**config.mk**
```make
export PLATFORM = sky130hd
export DESIGN_NAME = mem_access_stage
export DESIGN_NICKNAME = d
export VERILOG_FILES = /design/src/rtl/mem_stage_pkg.sv /design/src/rtl/load_extender.sv /design/src/rtl/mem_access_stage.sv
export SDC_FILE = /design/constraint.sdc
export NUM_CORES = 1
export LEC_CHECK = 0
export ABC_AREA = 0
export CORE_AREA = 5 5 127 129
export CTS_CLUSTER_SIZE = 40
export DETAILED_ROUTE_END_ITERATION = 6
export DIE_AREA = 0 0 132 134
export PLACE_DENSITY = 0.8
export SETUP_SLACK_MARGIN = 0.3
export SYNTH_ARGS = -nofsm -noshare
export SYNTH_HDL_FRONTEND = slang
export SYNTH_SLANG_ARGS = --single-unit
```
**constraint.sdc**
```tcl
create_clock -name clk -period 2.7 [get_ports clk]
set_clock_uncertainty 0.15 [all_clocks]
set_input_delay 0.405 -clock clk [delete_from_list [all_inputs] [get_ports clk]]
set_output_delay 0.405 -clock clk [all_outputs]
set_load 0.05 [all_outputs]
```
**src/rtl/mem_stage_pkg.sv**
```systemverilog
// Shared types and helpers for the memory-access pipeline stage.
package mem_stage_pkg;

  typedef enum logic [1:0] {
    IDLE = 2'd0,
    BUSY = 2'd1,
    XFER = 2'd2
  } state_t;

  localparam logic [1:0] EXT_WORD  = 2'b00;
  localparam logic [1:0] EXT_BYTEU = 2'b01;
  localparam logic [1:0] EXT_BYTES = 2'b10;
  localparam logic [1:0] EXT_HALFS = 2'b11;

  localparam logic [3:0] BE_NONE    = 4'b0000;
  localparam logic [3:0] BE_WORD    = 4'b1111;
  localparam logic [3:0] BE_BYTE    = 4'b0001;
  localparam logic [3:0] BE_HALF_LO = 4'b0011;
  localparam logic [3:0] BE_HALF_HI = 4'b1100;

  function automatic logic is_misaligned(input logic [1:0] sel, input logic [1:0] off);
    case (sel)
      EXT_WORD:  return off != 2'b00;
      EXT_HALFS: return off[0];
      default:   return 1'b0;
    endcase
  endfunction

  function automatic logic [3:0] byte_enables(input logic [1:0] sel, input logic [1:0] off);
    case (sel)
      EXT_WORD:  return BE_WORD;
      EXT_HALFS: return off[1] ? BE_HALF_HI : BE_HALF_LO;
      default:   return BE_BYTE << off;
    endcase
  endfunction

  // Replicate the store operand across every lane it may land in.
  function automatic logic [31:0] store_lanes(input logic [1:0] sel, input logic [31:0] d);
    case (sel)
      EXT_WORD:  return d;
      EXT_HALFS: return {2{d[15:0]}};
      default:   return {4{d[7:0]}};
    endcase
  endfunction

endpackage

```
**src/rtl/load_extender.sv**
```systemverilog
// Selects the addressed byte/half lane of a load word and sign/zero extends it.
module load_extender
  import mem_stage_pkg::*;
#(
  parameter int unsigned DW = 32
) (
  input  logic [DW-1:0] rdata,
  input  logic [1:0]    off,
  input  logic [1:0]    sel,
  output logic [DW-1:0] data
);

  logic [7:0]  byte_v;
  logic [15:0] half_v;

  always_comb begin
    byte_v = rdata[{off, 3'b000} +: 8];
    half_v = off[1] ? rdata[31:16] : rdata[15:0];
    case (sel)
      EXT_BYTEU: data = DW'(byte_v);
      EXT_BYTES: data = {{(DW-8){byte_v[7]}}, byte_v};
      EXT_HALFS: data = {{(DW-16){half_v[15]}}, half_v};
      default:   data = rdata;
    endcase
  end

endmodule

```
**src/rtl/mem_access_stage.sv**
```systemverilog
// Memory stage: issues loads/stores on a req/ack port, stalls while outstanding,
// and registers the result and writeback controls for the MEM/WB register.
module mem_access_stage
  import mem_stage_pkg::*;
#(
  parameter int unsigned TIMEOUT = 16,
  parameter int unsigned DW      = 32
) (
  input  logic          clk,
  input  logic          rst,
  input  logic          wmemi,
  input  logic          rmemi,
  input  logic          wregi,
  input  logic          wpci,
  input  logic [1:0]    jmpi,
  input  logic [3:0]    DestRi,
  input  logic [1:0]    ExtndSeli,
  input  logic [DW-1:0] addr_i,
  input  logic [DW-1:0] wdata_i,
  output logic          stall_o,
  output logic          mem_req,
  output logic          mem_we,
  output logic [DW-1:0] mem_addr,
  output logic [DW-1:0] mem_wdata,
  output logic [3:0]    mem_be,
  input  logic          mem_ack,
  input  logic [DW-1:0] mem_rdata,
  output logic          wrego,
  output logic          wpco,
  output logic [1:0]    jmpo,
  output logic [3:0]    DestRo,
  output logic [DW-1:0] result_o,
  output logic          misalign_o,
  output logic          bus_err_o
);

  localparam int unsigned CW = $clog2(TIMEOUT) + 1;

  state_t          state_q, state_d;
  logic [CW-1:0]   cnt_q;
  logic [DW-1:0]   lat_addr, lat_wdata, ext_data;
  logic            lat_we, lat_wreg, lat_wpc;
  logic [3:0]      lat_be, lat_dest;
  logic [1:0]      lat_sel, lat_jmp;

  logic access_c, misal_c, timeout_c, stall_c;
  logic start_c, pass_c, squash_c, done_c, abort_c;

  assign access_c  = wmemi | rmemi;
  assign misal_c   = access_c & is_misaligned(ExtndSeli, addr_i[1:0]);
  assign timeout_c = (cnt_q == CW'(TIMEOUT - 1));

  load_extender #(.DW(DW)) u_ext (
    .rdata (mem_rdata),
    .off   (lat_addr[1:0]),
    .sel   (lat_sel),
    .data  (ext_data)
  );

  // Next-state and stage-event decode.
  always_comb begin
    state_d  = state_q;
    stall_c  = 1'b0;
    start_c  = 1'b0;
    pass_c   = 1'b0;
    squash_c = 1'b0;
    done_c   = 1'b0;
    abort_c  = 1'b0;
    case (state_q)
      IDLE: begin
        if (!access_c) begin
          pass_c = 1'b1;
        end else if (misal_c) begin
          squash_c = 1'b1;
        end else begin
          stall_c = 1'b1;
          start_c = 1'b1;
          state_d = BUSY;
        end
      end
      BUSY: begin
        if (mem_ack) begin
          done_c  = 1'b1;
          state_d = IDLE;
        end else if (timeout_c) begin
          abort_c = 1'b1;
          state_d = IDLE;
        end else begin
          stall_c = 1'b1;
        end
      end
      default: state_d = IDLE;
    endcase
  end

  // Port drive comes from latched values so it stays stable until ack.
  assign stall_o   = rst & stall_c;
  assign mem_req   = (state_q == BUSY);
  assign mem_we    = mem_req & lat_we;
  assign mem_be    = mem_req ? lat_be : BE_NONE;
  assign mem_addr  = {lat_addr[DW-1:2], 2'b00};
  assign mem_wdata = lat_wdata;

  always_ff @(posedge clk or negedge rst) begin
    if (!rst) begin
      state_q   <= IDLE;
      cnt_q     <= '0;
      lat_addr  <= '0;
      lat_wdata <= '0;
      lat_we    <= 1'b0;
      lat_be    <= BE_NONE;
      lat_sel   <= EXT_WORD;
      lat_wreg  <= 1'b0;
      lat_wpc   <= 1'b0;
      lat_jmp   <= '0;
      lat_dest  <= '0;
    end else begin
      state_q <= state_d;
      if (start_c) begin
        cnt_q     <= '0;
        lat_addr  <= addr_i;
        lat_wdata <= DW'(store_lanes(ExtndSeli, wdata_i[31:0]));
        lat_we    <= wmemi;
        lat_be    <= byte_enables(ExtndSeli, addr_i[1:0]);
        lat_sel   <= ExtndSeli;
        lat_wreg  <= wregi;
        lat_wpc   <= wpci;
        lat_jmp   <= jmpi;
        lat_dest  <= DestRi;
      end else if (state_q == BUSY) begin
        cnt_q <= cnt_q + 1'b1;
      end
    end
  end

  // MEM/WB-facing output registers; they hold while an access is pending.
  always_ff @(posedge clk or negedge rst) begin
    if (!rst) begin
      wrego      <= 1'b0;
      wpco       <= 1'b0;
      jmpo       <= '0;
      DestRo     <= '0;
      result_o   <= '0;
      misalign_o <= 1'b0;
      bus_err_o  <= 1'b0;
    end else begin
      misalign_o <= squash_c;
      bus_err_o  <= abort_c;
      if (pass_c) begin
        wrego    <= wregi;
        wpco     <= wpci;
        jmpo     <= jmpi;
        DestRo   <= DestRi;
        result_o <= addr_i;
      end else if (squash_c) begin
        wrego    <= 1'b0;
        wpco     <= 1'b0;
        jmpo     <= '0;
        DestRo   <= DestRi;
        result_o <= addr_i;
      end else if (done_c) begin
        wrego    <= lat_we ? 1'b0 : lat_wreg;
        wpco     <= lat_wpc;
        jmpo     <= lat_jmp;
        DestRo   <= lat_dest;
        result_o <= lat_we ? lat_addr : ext_data;
      end else if (abort_c) begin
        wrego    <= 1'b0;
        wpco     <= 1'b0;
        jmpo     <= '0;
        DestRo   <= lat_dest;
        result_o <= lat_addr;
      end
    end
  end

endmodule
```
# Word-level counts from Yosys, hierarchy flattened
# Index checks and enable logic that the tools add are counted.
# word_totals
register_bits	128
in_bits	111
output_inout_bits	113
elab_cells	91
# op_classes
addsub	1
eq_ne	9
shifts	2
muxes	51
n_bitwise	4
reduce_logical	6
# ops
cell	count
32-bit two-way mux	5
32-bit one-hot mux with 3 select lines	1
32-bit one-hot mux with 2 select lines	1
32-bit by 6-bit indexed part select with 8-bit output	1
4-bit two-way mux	6
1-bit two-way mux	23
16-bit two-way mux	1
2-bit two-way mux	8
5-bit two-way mux	2
4-bit one-hot mux with 2 select lines	1
2-bit == test, second input constant	3
5-bit by 1-bit adder with 5-bit output, second input constant	1
5-bit by 4-bit == test with 1-bit output, second input constant	1
2-bit by 1-bit == test with 1-bit output, second input constant	2
2-bit zero test	2
2-bit != test, second input constant	2
1-bit one-hot mux with 2 select lines	2
2-bit one-hot mux with 2 select lines	1
2-bit nonzero test	2
4-bit nonzero test	1
1-bit by 2-bit << shifter with 4-bit output, first input constant	1
1-bit AND	3
3-bit by 1-bit != test with 1-bit output, second input constant	1
3-bit AND reduction	1
1-bit bitwise OR	1

# Logic depth before layout (Yosys ltp)
# depth
depth_word	8
ltp_mapped	10
mapped_depth_nobuf	8

# Cells and area by module
# A second synthesis with hierarchy kept.
# hier_totals
hier_cells	683
area_unflattened_um2	6814.0
# modules_own_cells
module	instances	cells_per_inst	area_per_inst_um2	seq_area_each_um2
mem_access_stage	1	565	6043.3	3178.0
load_extender	1	118	770.7	0.0

# Least setup slack after synthesis
# No wires, ideal clock.
# synth_timing
kind	reg2out
from	reg cnt_q[0]
to	out stall_o
arrival_ns	2.183
required_ns	2.145
setup_slack_ns	-0.038
stages_incl_launch_ff	9
n_path_buf	1
path_cell_list	dfrtp_1 > ha_1 > and3_1 > ha_1 > clkbuf_1 > nor3b_1 > nor2_4 > inv_2 > and2_1
# synth_between
elab_chain_cells	5
# synth_rtl
item	line	rtl
start: declaration	mem_access_stage.sv:40	logic [CW-1:0] cnt_q;
start signal: assignment	mem_access_stage.sv:131	cnt_q <= cnt_q + 1'b1;
5-bit by 4-bit == test with 1-bit output	mem_access_stage.sv:51	assign timeout_c = (cnt_q == CW'(TIMEOUT - 1));
1-bit two-way mux	mem_access_stage.sv:85	end else if (timeout_c) begin
1-bit two-way mux	mem_access_stage.sv:82	if (mem_ack) begin
1-bit one-hot mux with 2 select lines	mem_access_stage.sv:69	case (state_q)
1-bit AND	mem_access_stage.sv:97	assign stall_o = rst & stall_c;
end: declaration	mem_access_stage.sv:20	output logic stall_o,
# No other way between the ends.

# Worst setup path in the final report
# layout_timing
from	reg cnt_q[1]
to	out stall_o
# The elaborated chain is that of the path after synthesis.

==> results.sh <==
export IMPL_status="finished, violations left"
export IMPL_violations="hold timing"
export IMPL_crit_path_top_delay_cell="dfrtp_1"
export IMPL_grt_pass1_vias=6753
export IMPL_coreArea_mm2=0.0149
export IMPL_syn2layout_area_growth_pct=46.0
export IMPL_netlist_area_mm2=0.00680
export IMPL_dr_pass1_iters=6
export IMPL_wl_per_cell_um=19.8
export IMPL_worstPathMaxFanout=2
export IMPL_report_final_hold_viol_count=13
export IMPL_die_h_um=134
export IMPL_ctsHoldBuffers=0
export IMPL_final_area_mm2=0.00992
export IMPL_overflow=0
export IMPL_max_slew_worst_pin_slew_ns=0.740
export IMPL_placed_area_mm2=0.00925
export IMPL_post_synth_cell_area_avg_um2=8.52
export IMPL_worstSkewPairLatency_ns=0.42
export IMPL_multi_input_area_mm2=0.00317
export IMPL_io_buffer_count=221
export IMPL_fillers=1211
export IMPL_clockBufferDepth=2
export IMPL_die_w_um=132
export IMPL_critPathKind="reg -> out"
export IMPL_place_gp_congestion=0.915
export IMPL_max_stage_delay_ns=0.38
export IMPL_cts_tree="yes"
export IMPL_fmax_mhz=393
export IMPL_r2r_end="result_o[3]"
export IMPL_cts_clk_slew_worst_paths_ns=0.06
export IMPL_rsz0062_at_grt="yes"
export IMPL_dp_cells=1168
export IMPL_yosys_warnings=0
export IMPL_worstSetupStartpointType="flop"
export IMPL_register_area_mm2=0.00318
export IMPL_die_area_mm2=0.0177
export IMPL_ys_flop_type="dfrtp_1"
export IMPL_htree_levels=4
export IMPL_yosys_top_cells_area="dfrtp_1 (47%), nand2_1 (13%), a21oi_1 (3.8%)"
export IMPL_worstRegToRegCells=10
export IMPL_grt_pass1_wl_mm=37.2
export IMPL_holdWs_ns=-0.0630
export IMPL_synth_area_leader_cell="dfrtp_1"
export IMPL_drt_vias_per_instance=5.74
export IMPL_netlist_top_cells_count="nand2_1 (237), dfrtp_1 (127), a21oi_1 (52)"
export IMPL_worstPathRequired_ns=2.14
export IMPL_r2r_start="cnt_q[1]"
export IMPL_pwr_share_clk=0.188
export IMPL_max_slew_margin=0.507
export IMPL_period_needed_ns=2.54
export IMPL_cts_made_buffers=17
export IMPL_synth_edf_count=0
export IMPL_crit_chain="ha_2, and3_4, ha_4, nor3b_4, nor2_4, inv_2, and2_4, buf_8"
export IMPL_io_pins=224
export IMPL_diodes=0
export IMPL_p_seq_frac=0.269
export IMPL_maxCapViolCount=0
export IMPL_antenna_found_initial=0
export IMPL_yosysMostFrequentCell="nand2_1"
export IMPL_hp_class="in -> async"
export IMPL_power_density_mw_per_mm2=1230
export IMPL_ys_seq_area_frac=0.468
export IMPL_p_sw_frac=0.473
export IMPL_p_switching_mw=5.79
export IMPL_synthArstFlopShare=1.00
export IMPL_drt_initial_drc_count=613
export IMPL_drc=0
export IMPL_dp_slack_ns=-0.0999
export IMPL_irDropWorstVdd_mv=0.760
export IMPL_r2r_slack_ns=0.52
export IMPL_routed_wl_mm=23.8
export IMPL_drv_slew=0
export IMPL_setup_viol=0
export IMPL_power_internal_mw=6.46
export IMPL_dp_final_hpwl_mm=17.1
export IMPL_endpoint_kind="output pin"
export IMPL_clock_sinks=127
export IMPL_rows=45
export IMPL_start_util=0.456
export IMPL_fin_crit_sh=0.942
export IMPL_fin_cells=1203
export IMPL_cp_arrival_ns=1.99
export IMPL_grt_max_degree=128
export IMPL_p_comb_frac=0.543
export IMPL_ys_seq_elements=127
export IMPL_power_leakage_nw=4.47
export IMPL_grt_use_total=0.264
export IMPL_ant_nets=0
export IMPL_syn_inst=798
export IMPL_yosys_area_top_type_share=0.468
export IMPL_setup_ws_ns=0.156
export IMPL_dr_total_vias=6900
export IMPL_cts_root_buf="clkbuf_16"
export IMPL_fin_nets=1118
export IMPL_drive_gt1_frac=0.108
export IMPL_ys_types=59
==> cell type report <==
cell class,instances,area share
repair buffers,273,0.273
clock buffers,21,0.0484
clock inverters,10,0.0112
multi-input cells,575,0.319
inverters,9,0.00341
well taps,188,0.0237
flip-flops and latches,127,0.320
==> how the worst max path moves through the flow <==
stage                 start  endpoint  slack, ns  cells past startpoint
3_3_place_gp   ExtndSeli[0]   stall_o      -0.09                      8
3_5_place_dp   ExtndSeli[0]   stall_o       -0.1                      8
6_report           cnt_q[1]   stall_o       0.16                      8
4_1_cts            cnt_q[1]   stall_o       0.15                      8
5_1_grt            cnt_q[1]   stall_o       0.09                      8
2_1_floorplan      cnt_q[0]   stall_o       0.31                      8
==> power groups by stage <==
| stage | clock network [mW] | registers, mW | logic (mW) |
|---|---|---|---|
| after floorplan | 0 | 4.82 | 2.80 |
| after global placement | 0 | 3.29 | 6.50 |
| after detailed placement | 0 | 3.31 | 6.59 |
| after CTS | 2.32 | 3.29 | 6.66 |
| after global routing | 2.40 | 3.40 | 7.00 |
| final | 2.30 | 3.30 | 6.65 |
==> worst max-delay path: cells and delay by family (launching register included) <==
| family | cells | cell delay (ns) |
|---|---|---|
| fa+ha+maj | 2 | 0.35 |
| flops | 1 | 0.38 |
| simple gates | 4 | 0.64 |
| buf+inv | 2 | 0.19 |
==> cell families (layout without fill, tap and decap cells) <==
| family | after synthesis | in the layout | synth area share |
|---|---|---|---|
| compound gates | 218 | 218 | 0.217 |
| buf+inv | 97 | 313 | 0.0764 |
| fa+ha+maj | 4 | 4 | 0.00736 |
| other cells | 1 | 2 | 0.000552 |
| mux | 10 | 10 | 0.0168 |
| simple gates | 339 | 339 | 0.212 |
| xor+xnor | 2 | 2 | 0.00258 |
| flops | 127 | 127 | 0.468 |
==> cell usage in the layout (no fill, tap or decap), types with 3 or more instances in the layout <==
cell             instances
a221o_1                  7
inv_2                    3
mux2i_1                  8
o21ai_0                 35
a32oi_1                  3
nand2_1                237
and2_1                   6
a21oi_1                 52
nor3_1                   7
nand2b_1                16
clkinv_2                 4
clkbuf_16               17
clkbuf_8                 4
a211o_1                 16
and3_1                  10
nand3_1                  9
nor2b_1                  5
nor4_1                   3
o22ai_1                 11
buf_4                   49
clkinvlp_4               3
a22oi_1                 33
a211oi_1                25
o211ai_1                 8
clkdlybuf4s50_1        211
inv_1                    5
a31oi_1                 10
buf_12                  10
dfrtp_1                127
nor2_1                  34
==> registers in the layout, summed over array words and instances (netlist names) <==
signal	cells
lat_we	1
lat_be	4
lat_jmp	2
lat_wreg	1
lat_sel	2
state_q	1
wrego	1
bus_err_o	1
result_o	32
jmpo	2
cnt_q	5
lat_wpc	1
mem_wdata	32
wpco	1
DestRo	4
misalign_o	1
lat_addr	32
lat_dest	4
==> per-stage QoR <==
stage / TNS (ns) / total power, mW / util
after CTS: 0 / 12.3 / 0.665
after floorplan: 0 / 7.62 / -
final: 0 / 12.3 / 0.665
after global placement: -0.109 / 9.79 / 0.620
after global routing: 0 / 12.8 / 0.665
after detailed placement: -0.396 / 9.90 / 0.620
==> layer usage <==
metal  track usage  share of wire  up-vias
li1              -              -     3168
met1         0.327           0.38     3258
met2         0.430           0.48      407
met3        0.0799           0.11       67
met4         0.107          0.039        0
met5             0              0        -
==> timing repair <==
| item | in CTS | in global routing |
|---|---|---|
| resized for setup | 13 | 0 |
| setup endpoints to repair | 1 | 1 |
| pin swaps | 2 | 0 |
| setup buffers | 4 | 0 |
(Power assumes the default switching activity.)
